<file path="src/rtl/mem_bus_arbiter_pkg.sv">
// mem_bus_arbiter_pkg
//   Shared memory-bus definitions: packet type encoding, payload type,
//   default bus widths and the arbiter state encoding.
//   Also provides is_known_type(), which tells the two forwarded packet
//   types apart from any other 2-bit code.
package mem_bus_arbiter_pkg;

    localparam int ADDR_W_DEF = 64;
    localparam int DATA_W_DEF = 64;
    localparam int SRC_W_DEF  = 3;

    typedef enum logic [1:0] {
        bus_read_data  = 2'd0,
        bus_write_data = 2'd1
    } bus_packet_type_t;

    typedef logic [DATA_W_DEF-1:0] bus_packet_payload_t;

    typedef enum logic [1:0] {
        arb_idle     = 2'd0,
        arb_issue    = 2'd1,
        arb_wait_rsp = 2'd2
    } arb_state_t;

    function automatic logic is_known_type(input logic [1:0] t);
        return (t == bus_read_data) || (t == bus_write_data);
    endfunction

endpackage

</file>
<file path="src/rtl/mem_bus_arbiter_rr_arbiter.sv">
// rr_arbiter
//   Purely combinational round-robin pick. The search starts at ptr and
//   wraps at NUM_REQ; the first set request bit wins.
//   Ports:
//     req    in   NUM_REQ  request vector
//     ptr    in   IDX_W    index with highest priority this cycle (< NUM_REQ)
//     grant  out  NUM_REQ  one-hot grant, zero when no request
//     idx    out  IDX_W    encoded index of the grant
//     valid  out  1        at least one request present
module rr_arbiter #(
    parameter int NUM_REQ = 4,
    parameter int IDX_W   = 3
) (
    input  logic [NUM_REQ-1:0] req,
    input  logic [IDX_W-1:0]   ptr,
    output logic [NUM_REQ-1:0] grant,
    output logic [IDX_W-1:0]   idx,
    output logic               valid
);

    // Outer loop walks priority order (offset from ptr), inner loop finds
    // the requester sitting at that offset.
    always_comb begin
        grant = '0;
        idx   = '0;
        valid = 1'b0;
        for (int off = 0; off < NUM_REQ; off++) begin
            for (int i = 0; i < NUM_REQ; i++) begin
                if (!valid && req[i] && (i == ((int'(ptr) + off) % NUM_REQ))) begin
                    valid    = 1'b1;
                    grant[i] = 1'b1;
                    idx      = IDX_W'(i);
                end
            end
        end
    end

endmodule

</file>
<file path="src/rtl/mem_bus_arbiter.sv">
// mem_bus_arbiter
//   Shares one DRAM bus slave between NUM_REQ bus masters. One packet at a
//   time is granted round-robin, forwarded with its source ID, and for reads
//   the bus is held until the matching response is routed back.
//   Optional build macro MEM_ARB_TIMEOUT_EN adds a read-response watchdog
//   (parameter TIMEOUT_CYC, output err_timeout).
//   Ports:
//     clk, reset_n                        clock, async active-low reset
//     req_valid/ready/type/addr/payload   per-requester request channel
//     mem_valid/ready/type/addr/payload   downstream request channel
//     mem_source                          granted requester index
//     rsp_in_valid/data/dest              DRAM read response
//     rsp_valid, rsp_data                 routed response (one-hot strobe)
//     err_unknown                         pulse on unrecognized packet type
//     busy                                not idle
//     err_timeout                         (macro only) watchdog pulse
//
//   state        | meaning
//   arb_idle     | waiting for a request; grants one per cycle
//   arb_issue    | latched packet offered downstream until mem_ready
//   arb_wait_rsp | read issued, waiting for the response for src_q
module mem_bus_arbiter
    import mem_bus_arbiter_pkg::*;
#(
    parameter int NUM_REQ     = 4,
    parameter int ADDR_W      = ADDR_W_DEF,
    parameter int DATA_W      = DATA_W_DEF,
    parameter int SRC_W       = SRC_W_DEF
`ifdef MEM_ARB_TIMEOUT_EN
    ,
    parameter int TIMEOUT_CYC = 1024
`endif
) (
    input  logic                      clk,
    input  logic                      reset_n,
    input  logic [NUM_REQ-1:0]        req_valid,
    output logic [NUM_REQ-1:0]        req_ready,
    input  logic [NUM_REQ*2-1:0]      req_type,
    input  logic [NUM_REQ*ADDR_W-1:0] req_addr,
    input  logic [NUM_REQ*DATA_W-1:0] req_payload,
    output logic                      mem_valid,
    input  logic                      mem_ready,
    output logic [1:0]                mem_type,
    output logic [ADDR_W-1:0]         mem_addr,
    output logic [DATA_W-1:0]         mem_payload,
    output logic [SRC_W-1:0]          mem_source,
    input  logic                      rsp_in_valid,
    input  logic [DATA_W-1:0]         rsp_in_data,
    input  logic [SRC_W-1:0]          rsp_in_dest,
    output logic [NUM_REQ-1:0]        rsp_valid,
    output logic [DATA_W-1:0]         rsp_data,
    output logic                      err_unknown,
    output logic                      busy
`ifdef MEM_ARB_TIMEOUT_EN
    ,
    output logic                      err_timeout
`endif
);

    arb_state_t          state_q, state_d;
    logic [SRC_W-1:0]    ptr_q;
    // Low during reset and for the first cycle after it, so req_ready
    // stays zero while reset_n is asserted even if requesters are valid.
    logic                armed_q;

    logic [NUM_REQ-1:0]  grant;
    logic [SRC_W-1:0]    win_idx;
    logic                any_req;
    logic [1:0]          win_type;
    logic [ADDR_W-1:0]   win_addr;
    logic [DATA_W-1:0]   win_payload;
    logic                win_known;

    logic [1:0]          type_q;
    logic [ADDR_W-1:0]   addr_q;
    logic [DATA_W-1:0]   payload_q;
    logic [SRC_W-1:0]    src_q;
    logic [NUM_REQ-1:0]  rsp_valid_q;
    logic [DATA_W-1:0]   rsp_data_q;
    logic                err_unknown_q;
    logic [NUM_REQ-1:0]  src_onehot;

    logic                accept;
    logic                rsp_hit;
    logic                tmo_hit;

    rr_arbiter #(
        .NUM_REQ (NUM_REQ),
        .IDX_W   (SRC_W)
    ) u_rr (
        .req   (req_valid),
        .ptr   (ptr_q),
        .grant (grant),
        .idx   (win_idx),
        .valid (any_req)
    );

    always_comb begin
        win_type    = '0;
        win_addr    = '0;
        win_payload = '0;
        src_onehot  = '0;
        for (int i = 0; i < NUM_REQ; i++) begin
            if (grant[i]) begin
                win_type    = req_type[i*2 +: 2];
                win_addr    = req_addr[i*ADDR_W +: ADDR_W];
                win_payload = req_payload[i*DATA_W +: DATA_W];
            end
            src_onehot[i] = (src_q == SRC_W'(i));
        end
    end

    assign win_known = is_known_type(win_type);

`ifdef MEM_ARB_TIMEOUT_EN
    localparam int TMO_W = $clog2(TIMEOUT_CYC + 1);
    logic [TMO_W-1:0] tmo_cnt_q;
    logic             err_timeout_q;
`endif

    always_ff @(posedge clk or negedge reset_n) begin
        if (!reset_n) begin
            state_q <= arb_idle;
        end else begin
            state_q <= state_d;
        end
    end

    always_comb begin
        state_d = state_q;
        accept  = 1'b0;
        rsp_hit = 1'b0;
        tmo_hit = 1'b0;
        case (state_q)
            arb_idle: begin
                if (armed_q && any_req) begin
                    accept = 1'b1;
                    // Unknown types are consumed here and never forwarded.
                    if (win_known) begin
                        state_d = arb_issue;
                    end
                end
            end
            arb_issue: begin
                if (mem_ready) begin
                    state_d = (type_q == bus_read_data) ? arb_wait_rsp : arb_idle;
                end
            end
            arb_wait_rsp: begin
                if (rsp_in_valid && (rsp_in_dest == src_q)) begin
                    rsp_hit = 1'b1;
                    state_d = arb_idle;
                end
`ifdef MEM_ARB_TIMEOUT_EN
                else if (tmo_cnt_q == TMO_W'(TIMEOUT_CYC - 1)) begin
                    tmo_hit = 1'b1;
                    state_d = arb_idle;
                end
`endif
            end
            default: state_d = arb_idle;
        endcase
    end

    always_ff @(posedge clk or negedge reset_n) begin
        if (!reset_n) begin
            ptr_q         <= '0;
            armed_q       <= 1'b0;
            type_q        <= '0;
            addr_q        <= '0;
            payload_q     <= '0;
            src_q         <= '0;
            rsp_valid_q   <= '0;
            rsp_data_q    <= '0;
            err_unknown_q <= 1'b0;
        end else begin
            armed_q       <= 1'b1;
            rsp_valid_q   <= '0;
            err_unknown_q <= accept && !win_known;
            if (accept) begin
                ptr_q <= (win_idx == SRC_W'(NUM_REQ - 1)) ? '0 : win_idx + 1'b1;
                if (win_known) begin
                    type_q    <= win_type;
                    addr_q    <= win_addr;
                    payload_q <= win_payload;
                    src_q     <= win_idx;
                end
            end
            if (rsp_hit) begin
                rsp_valid_q <= src_onehot;
                rsp_data_q  <= rsp_in_data;
            end else if (tmo_hit) begin
                rsp_valid_q <= src_onehot;
                rsp_data_q  <= '0;
            end
        end
    end

`ifdef MEM_ARB_TIMEOUT_EN
    always_ff @(posedge clk or negedge reset_n) begin
        if (!reset_n) begin
            tmo_cnt_q     <= '0;
            err_timeout_q <= 1'b0;
        end else begin
            err_timeout_q <= tmo_hit;
            if (state_q != arb_wait_rsp) begin
                tmo_cnt_q <= '0;
            end else begin
                tmo_cnt_q <= tmo_cnt_q + 1'b1;
            end
        end
    end

    assign err_timeout = err_timeout_q;
`endif

    assign req_ready   = accept ? grant : '0;
    assign mem_valid   = (state_q == arb_issue);
    assign mem_type    = type_q;
    assign mem_addr    = addr_q;
    assign mem_payload = payload_q;
    assign mem_source  = src_q;
    assign rsp_valid   = rsp_valid_q;
    assign rsp_data    = rsp_data_q;
    assign err_unknown = err_unknown_q;
    assign busy        = (state_q != arb_idle);

endmodule

</file>
<file path="config.mk">
export PLATFORM = sky130hd
export DESIGN_NAME = mem_bus_arbiter
export DESIGN_NICKNAME = d
export VERILOG_FILES = /design/src/rtl/mem_bus_arbiter_pkg.sv /design/src/rtl/mem_bus_arbiter_rr_arbiter.sv /design/src/rtl/mem_bus_arbiter.sv
export SDC_FILE = /design/constraint.sdc
export NUM_CORES = 1
export LEC_CHECK = 0
export ABC_CLOCK_PERIOD_IN_PS = 5900
export CORE_AREA = 2 2 308 310
export CTS_BUF_LIST = sky130_fd_sc_hd__clkbuf_16
export CTS_CLUSTER_DIAMETER = 50
export CTS_CLUSTER_SIZE = 10
export DETAILED_ROUTE_END_ITERATION = 16
export DIE_AREA = 0 0 310 312
export GPL_TIMING_DRIVEN = 0
export HOLD_SLACK_MARGIN = 0.12
export MAX_ROUTING_LAYER = met4
export PLACE_DENSITY_LB_ADDON = 0.15
export SLEW_MARGIN = 30
export SYNTH_ARGS = -nofsm -noshare
export SYNTH_HDL_FRONTEND = slang
export SYNTH_SLANG_ARGS = --single-unit
</file>
<file path="constraint.sdc">
create_clock -name clk -period 5.9 [get_ports clk]
set_input_delay 0.59 -clock clk [delete_from_list [all_inputs] [get_ports clk]]
set_output_delay 0.59 -clock clk [all_outputs]
set_load 0.01 [all_outputs]
</file>
[Word level (Yosys, flattened, before mapping)]
Cells that the tools add are included.
Storage, ports and cells
  bits of input ports: 595
  logic and storage cells: 177
  register bits after elaboration: 207
  output and inout bits: 208
Cells by class
  equality and inequality tests: 24
  add/sub/neg operators: 4
  reduce and logical (&&, ||, !) cells: 65
  bitwise logic cells: 3
  multiplexer cells: 71
Operators with widths (count)
  two-way mux 64 bit: 8
  zero test 32 bit: 4
  two-way mux 2 bit: 24
  two-way mux 1 bit: 36
  logical AND 1 bit: 34
  equality test 3 bit, first input constant: 6
  zero test 1 bit: 16
  equality test 2 x 3 -> 1 bit, first input constant: 3
  equality test 3 x 2 -> 1 bit, second input constant: 3
  two-way mux 4 bit: 2
  zero test 2 bit: 3
  inequality test 2 bit, second input constant: 3
  case mux 2 bit (3 select lines): 1
  OR reduction 2 bit: 3
  adder 2 x 1 -> 2 bit, second input constant: 2
  adder 2 bit, second input constant: 2
  equality test 2 x 1 -> 1 bit, second input constant: 2
  equality test 2 bit, first input constant: 2
  AND reduction 4 bit: 1
  AND 1 bit, first input constant: 3
  equality test 3 x 1 -> 1 bit, second input constant: 1
  equality test 3 bit: 1
  zero test 3 bit: 1
  equality test 1 x 2 -> 1 bit, first input constant: 1
  5 further kinds: 5

[Longest topological paths before layout]
  depth in word-level cells: 69
  mapped depth: 9
  mapped depth without buffers: 6

[Modules after synthesis]
From an unflattened synthesis, not the netlist that was laid out.
Second synthesis, totals
  cells, all modules: 1103
  area total of the unflattened synthesis: 11981.5 um^2
By module, submodules not included
  mem_bus_arbiter: cells each 1074, area an instance 11821.3 um^2, instances 1, seq. area each 5205.0 um^2
  rr_arbiter: cells each 29, area an instance 160.2 um^2, instances 1, seq. area each 0.0 um^2

[Least setup slack after synthesis]
No wires, ideal clock.
  kind: input -> output
  start: in req_valid[0]
  end: out req_ready[1]
  data required time: 5310 ps
  arrival: 1940 ps
  stages on the path: 6
  path buffers: 3
  setup slack: 3370 ps
  path through: buf_2 o21a_1 a211oi_2 buf_2 buf_1 nor2b_1
Between the ends
  cells in the longest elaborated chain, start to end: 66
  elaborated cells on any way between the ends: 70
  those cells by class: mux (23); reduce/logical (47)
RTL lines
  from (decl): RTL line mem_bus_arbiter.sv:36  | input logic [NUM_REQ-1:0] req_valid,
  logical AND 1 bit: RTL line mem_bus_arbiter_rr_arbiter.sv:29  | if (!valid && req[i] && (i == ((int'(ptr) + off) % NUM_REQ))) begin
  two-way mux 1 bit: RTL line mem_bus_arbiter_rr_arbiter.sv:29
  zero test 1 bit: RTL line mem_bus_arbiter_rr_arbiter.sv:29
  logical AND 1 bit (2 in series): RTL line mem_bus_arbiter_rr_arbiter.sv:29
  two-way mux 1 bit: RTL line mem_bus_arbiter_rr_arbiter.sv:29
  zero test 1 bit: RTL line mem_bus_arbiter_rr_arbiter.sv:29
  logical AND 1 bit (2 in series): RTL line mem_bus_arbiter_rr_arbiter.sv:29
  two-way mux 1 bit: RTL line mem_bus_arbiter_rr_arbiter.sv:29
  [... 47 more ...]
  two-way mux 1 bit: RTL line mem_bus_arbiter_rr_arbiter.sv:29
  zero test 1 bit: RTL line mem_bus_arbiter_rr_arbiter.sv:29
  logical AND 1 bit (2 in series): RTL line mem_bus_arbiter_rr_arbiter.sv:29
  two-way mux 1 bit: RTL line mem_bus_arbiter_rr_arbiter.sv:29
  logical AND 1 bit: RTL line mem_bus_arbiter.sv:136  | if (armed_q && any_req) begin
  two-way mux 1 bit: RTL line mem_bus_arbiter.sv:136
  two-way mux 1 bit: RTL line mem_bus_arbiter.sv:134  | case (state_q)
  two-way mux 4 bit *: RTL line mem_bus_arbiter.sv:217  | assign req_ready = accept ? grant : '0;
  to (decl): RTL line mem_bus_arbiter.sv:37  | output logic [NUM_REQ-1:0] req_ready,
Mark *: on every way between the ends. The rest lies on a longest branch, timed or not.

[Worst setup path after layout]
  start: in req_valid[2]
  end: out req_ready[1]
Between the ends
  cells in the longest elaborated chain, start to end: 59
  elaborated cells on any way between the ends: 62
  those cells by class: mux (20); reduce/logical (42)
RTL lines (RTL line)
  logical AND 1 bit (2 in series): mem_bus_arbiter_rr_arbiter.sv:29
  two-way mux 1 bit: mem_bus_arbiter_rr_arbiter.sv:29
  zero test 1 bit: mem_bus_arbiter_rr_arbiter.sv:29
  logical AND 1 bit (2 in series): mem_bus_arbiter_rr_arbiter.sv:29
  two-way mux 1 bit: mem_bus_arbiter_rr_arbiter.sv:29
  zero test 1 bit: mem_bus_arbiter_rr_arbiter.sv:29
  logical AND 1 bit (2 in series): mem_bus_arbiter_rr_arbiter.sv:29
  two-way mux 1 bit: mem_bus_arbiter_rr_arbiter.sv:29
  [... 39 more ...]
  two-way mux 1 bit: mem_bus_arbiter_rr_arbiter.sv:29
  zero test 1 bit: mem_bus_arbiter_rr_arbiter.sv:29
  logical AND 1 bit (2 in series): mem_bus_arbiter_rr_arbiter.sv:29
  two-way mux 1 bit: mem_bus_arbiter_rr_arbiter.sv:29
  logical AND 1 bit: mem_bus_arbiter.sv:136
  two-way mux 1 bit: mem_bus_arbiter.sv:136
  two-way mux 1 bit: mem_bus_arbiter.sv:134
  two-way mux 4 bit *: mem_bus_arbiter.sv:217
Marked as above.

==> results.md <==
- Vias in the first global route: 13700
- Setup Viol. Count Final: 0
- Period utilization: 76.0%
- Worst endpoint required time: 5310 ps
- Setup TNS: 0 ps
- Achievable Freq: 0.223 GHz
- Commonest non-fill, non-tap cell in the layout: clkdlybuf4s50_1
- Starting Density: 11.3%
- Syn-to-layout area delta: 107%
- Worst-margin pin slew: 848 ps
- CTS clock-pin slew for the worst setup and hold paths: 50 ps
- # resized after CTS: 0
- Layout Skew: 25.0 ps
- Critical path type: in -> out
- Terminus of the critical flop-to-flop path: mem_payload[30]
- Gpl congestion: 0.824
- VDD IR-drop max: 0.212 mV
- CTS Sinks: 206
- Leak pwr: 8.31 nW
- WP data arrival: 3900 ps
- CTS tree: yes
- Maxcap violations: 0
- Max FO, Critical Path: 10
- Ys Warns: 0
- # DRC: 0
- Pre-antenna DRT Iters: 5
- Worst-case clock buffer depth: 3
- GRT Total Usage: 14.5%
- Die X: 310 um
- Max Slew Vio Count: 0
- Syn Area/Cell: 9.55 um2
- Chip height: 312 um
- CTS buffer count: 44
- Post-CTS Hold Buffers: 1
- Design area: 21800 um2
- Net Count, Synth: 1697
- Async SR Flop Fraction: 100%
- Slew HR: 43.5%
- Hold Path Class: in -> async
- I/O Buffers: 800
- Core box area: 93000 um2
- Final Critical Period: 4490 ps
- Global-route wire length before repair: 98.0 mm
- Vias: 12600
- Post-synth top flop: dfrtp_1
- Vias/cell: 3.88
- PwrDens: 458 nW/um2
- CTS Root Cell: clkbuf_16
- WL per Instance: 22.0 um
- Synthesized instance count: 1102
- Outcome: finished, final reports clean
- Register area share after synthesis: 49.0%
- Layout Nets: 2549
- Row Count: 112
- Post-synth EDFFs: 0
- Fin. Hold Viols: 0
- Initial antenna violation count: 22
- Number of synthesized register bits: 206
- DP Area: 20200 um2
- Netlist cell types: 39
- Mapped cell area: 10500 um2
- Worst-case reg-to-reg path depth: 7
- Setup crit end kind: output port
- Postcts setup bufs: 0
- DIE AREA: 96700 um2
- Ports: 803
- Unrepaired setup endpoints after global routing: no
- Htree depth: 2
- Largest net degree at the start of global routing: 70
- Layout cell share with drive strength beyond 1: 9.52%
- Final WL: 71.7 mm
- Most frequent cells in the layout: 799 x clkdlybuf4s50_1, 206 x dfrtp_1, 146 x nor2_1
- Dpl hpwl: 58.5 mm
- R2r startpoint: ptr_q[1]
- CP Launch Type: primary input
- R2R setup slack: 2550 ps
- DRT iter0 DRCs: 637
- Final ANT Viol Nets: 0
- Skew-Pair Late Insertion Delay: 580 ps
- Total gr overflow: 0
==> logic make-up after synthesis <==
logic type / synth area share [%]
flip-flops: 49.0
XOR/XNOR: 0.167
AO/OA/AOI/OAI: 27.5
AND/OR/NAND/NOR: 11.3
multiplexers: 6.94
other: 0.0714
buffers and inverters: 4.95
==> metal layers <==
metal  routed length (um)  up-vias  share of wire, %  GRT usage, %
li1                     -     5876                 -             -
met1                27800     6103                39          15.7
met2                36500      562                51          25.6
met3                 5530       87               7.7          4.24
met4                 1780        0               2.5          4.34
met5                    0        -                 0             -
==> report_power, final <==
group / total, mW / leakage (nW) / internal, mW / switching, mW
combinational: 4.99 / 5.12 / 2.45 / 2.54
sequential: 2.48 / 2.47 / 2.09 / 0.394
clock: 2.51 / 0.722 / 1.59 / 0.919
total: 9.98 / 8.31 / 6.13 / 3.85
==> worst max path at each step <==
stage                              end         start  cells past startpoint  slack [ps]
after global placement    mem_addr[48]       reset_n                      1       -5960
after floorplan           req_ready[1]  req_valid[0]                      6        3370
final                     req_ready[1]  req_valid[2]                      7        1410
after global routing      req_ready[1]  req_valid[3]                      7        1160
after detailed placement  req_ready[1]  req_valid[3]                      7        1310
after CTS                 req_ready[1]  req_valid[3]                      7        1280
==> per-stage QoR <==
step                hold WS, ps  instances  util, %  setup WS (ps)  total power [mW]
floorplan                   294       1102        -           3370              4.57
global placement            490       3156     21.6          -5960              7.58
detailed placement          427       3161     21.8           1310              7.62
CTS                         409       3240     23.4           1280              10.2
global route                435       3256     23.4           1160              10.7
finish                      445       3257     23.4           1410              9.98
==> flip-flops by register name, summed over array words and instances, names as in the netlist <==
| register | cells |
|---|---|
| mem_addr | 64 |
| mem_payload | 64 |
| rsp_data | 64 |
| rsp_valid | 4 |
| mem_source | 2 |
| mem_type | 2 |
| ptr_q | 2 |
| state_q | 2 |
| armed_q | 1 |
| err_unknown | 1 |
==> cell type report <==
| cell class | instances | area (um2) |
|---|---|---|
| Sequential cell | 206 | 5150 |
| Buffer | 111 | 499 |
| Clock inverter | 34 | 383 |
| Timing Repair Buffer | 806 | 8160 |
| Antenna cell | 17 | 42.5 |
| Clock buffer | 44 | 1100 |
| Inverter | 7 | 26.3 |
| Fill cell | 10200 | 71300 |
| Tap cell | 1254 | 1570 |
| Multi-Input combinational cell | 778 | 4850 |
==> synthesized netlist by cell type, types with 2 or more instances <==
cell,number,area (um2)
mux2_2,64,721
nor2b_1,6,37.5
buf_4,9,67.6
nand2b_1,2,12.5
nand2_1,134,503
conb_1,2,7.51
dfrtp_1,206,5150
clkbuf_1,63,236
nor2_1,146,548
o21ai_0,132,661
nor3_1,3,15.0
nand3_1,2,10.0
or4_1,2,15.0
a21o_1,2,15.0
a221o_1,128,1280
buf_1,4,15.0
nor3b_1,2,15.0
xor2_1,2,17.5
a31oi_1,130,813
o21a_1,2,15.0
buf_2,35,175
inv_1,7,26.3
a21oi_1,3,15.0
==> worst max-delay path: stages <==
cell	delay, ps
clkdlybuf4s50_1	560
a21o_1	250
a211oi_2	650
buf_2	640
buf_1	420
nor2b_1	200
clkdlybuf4s50_1	560
No activity file was read; power rests on OpenSTA's default activity.
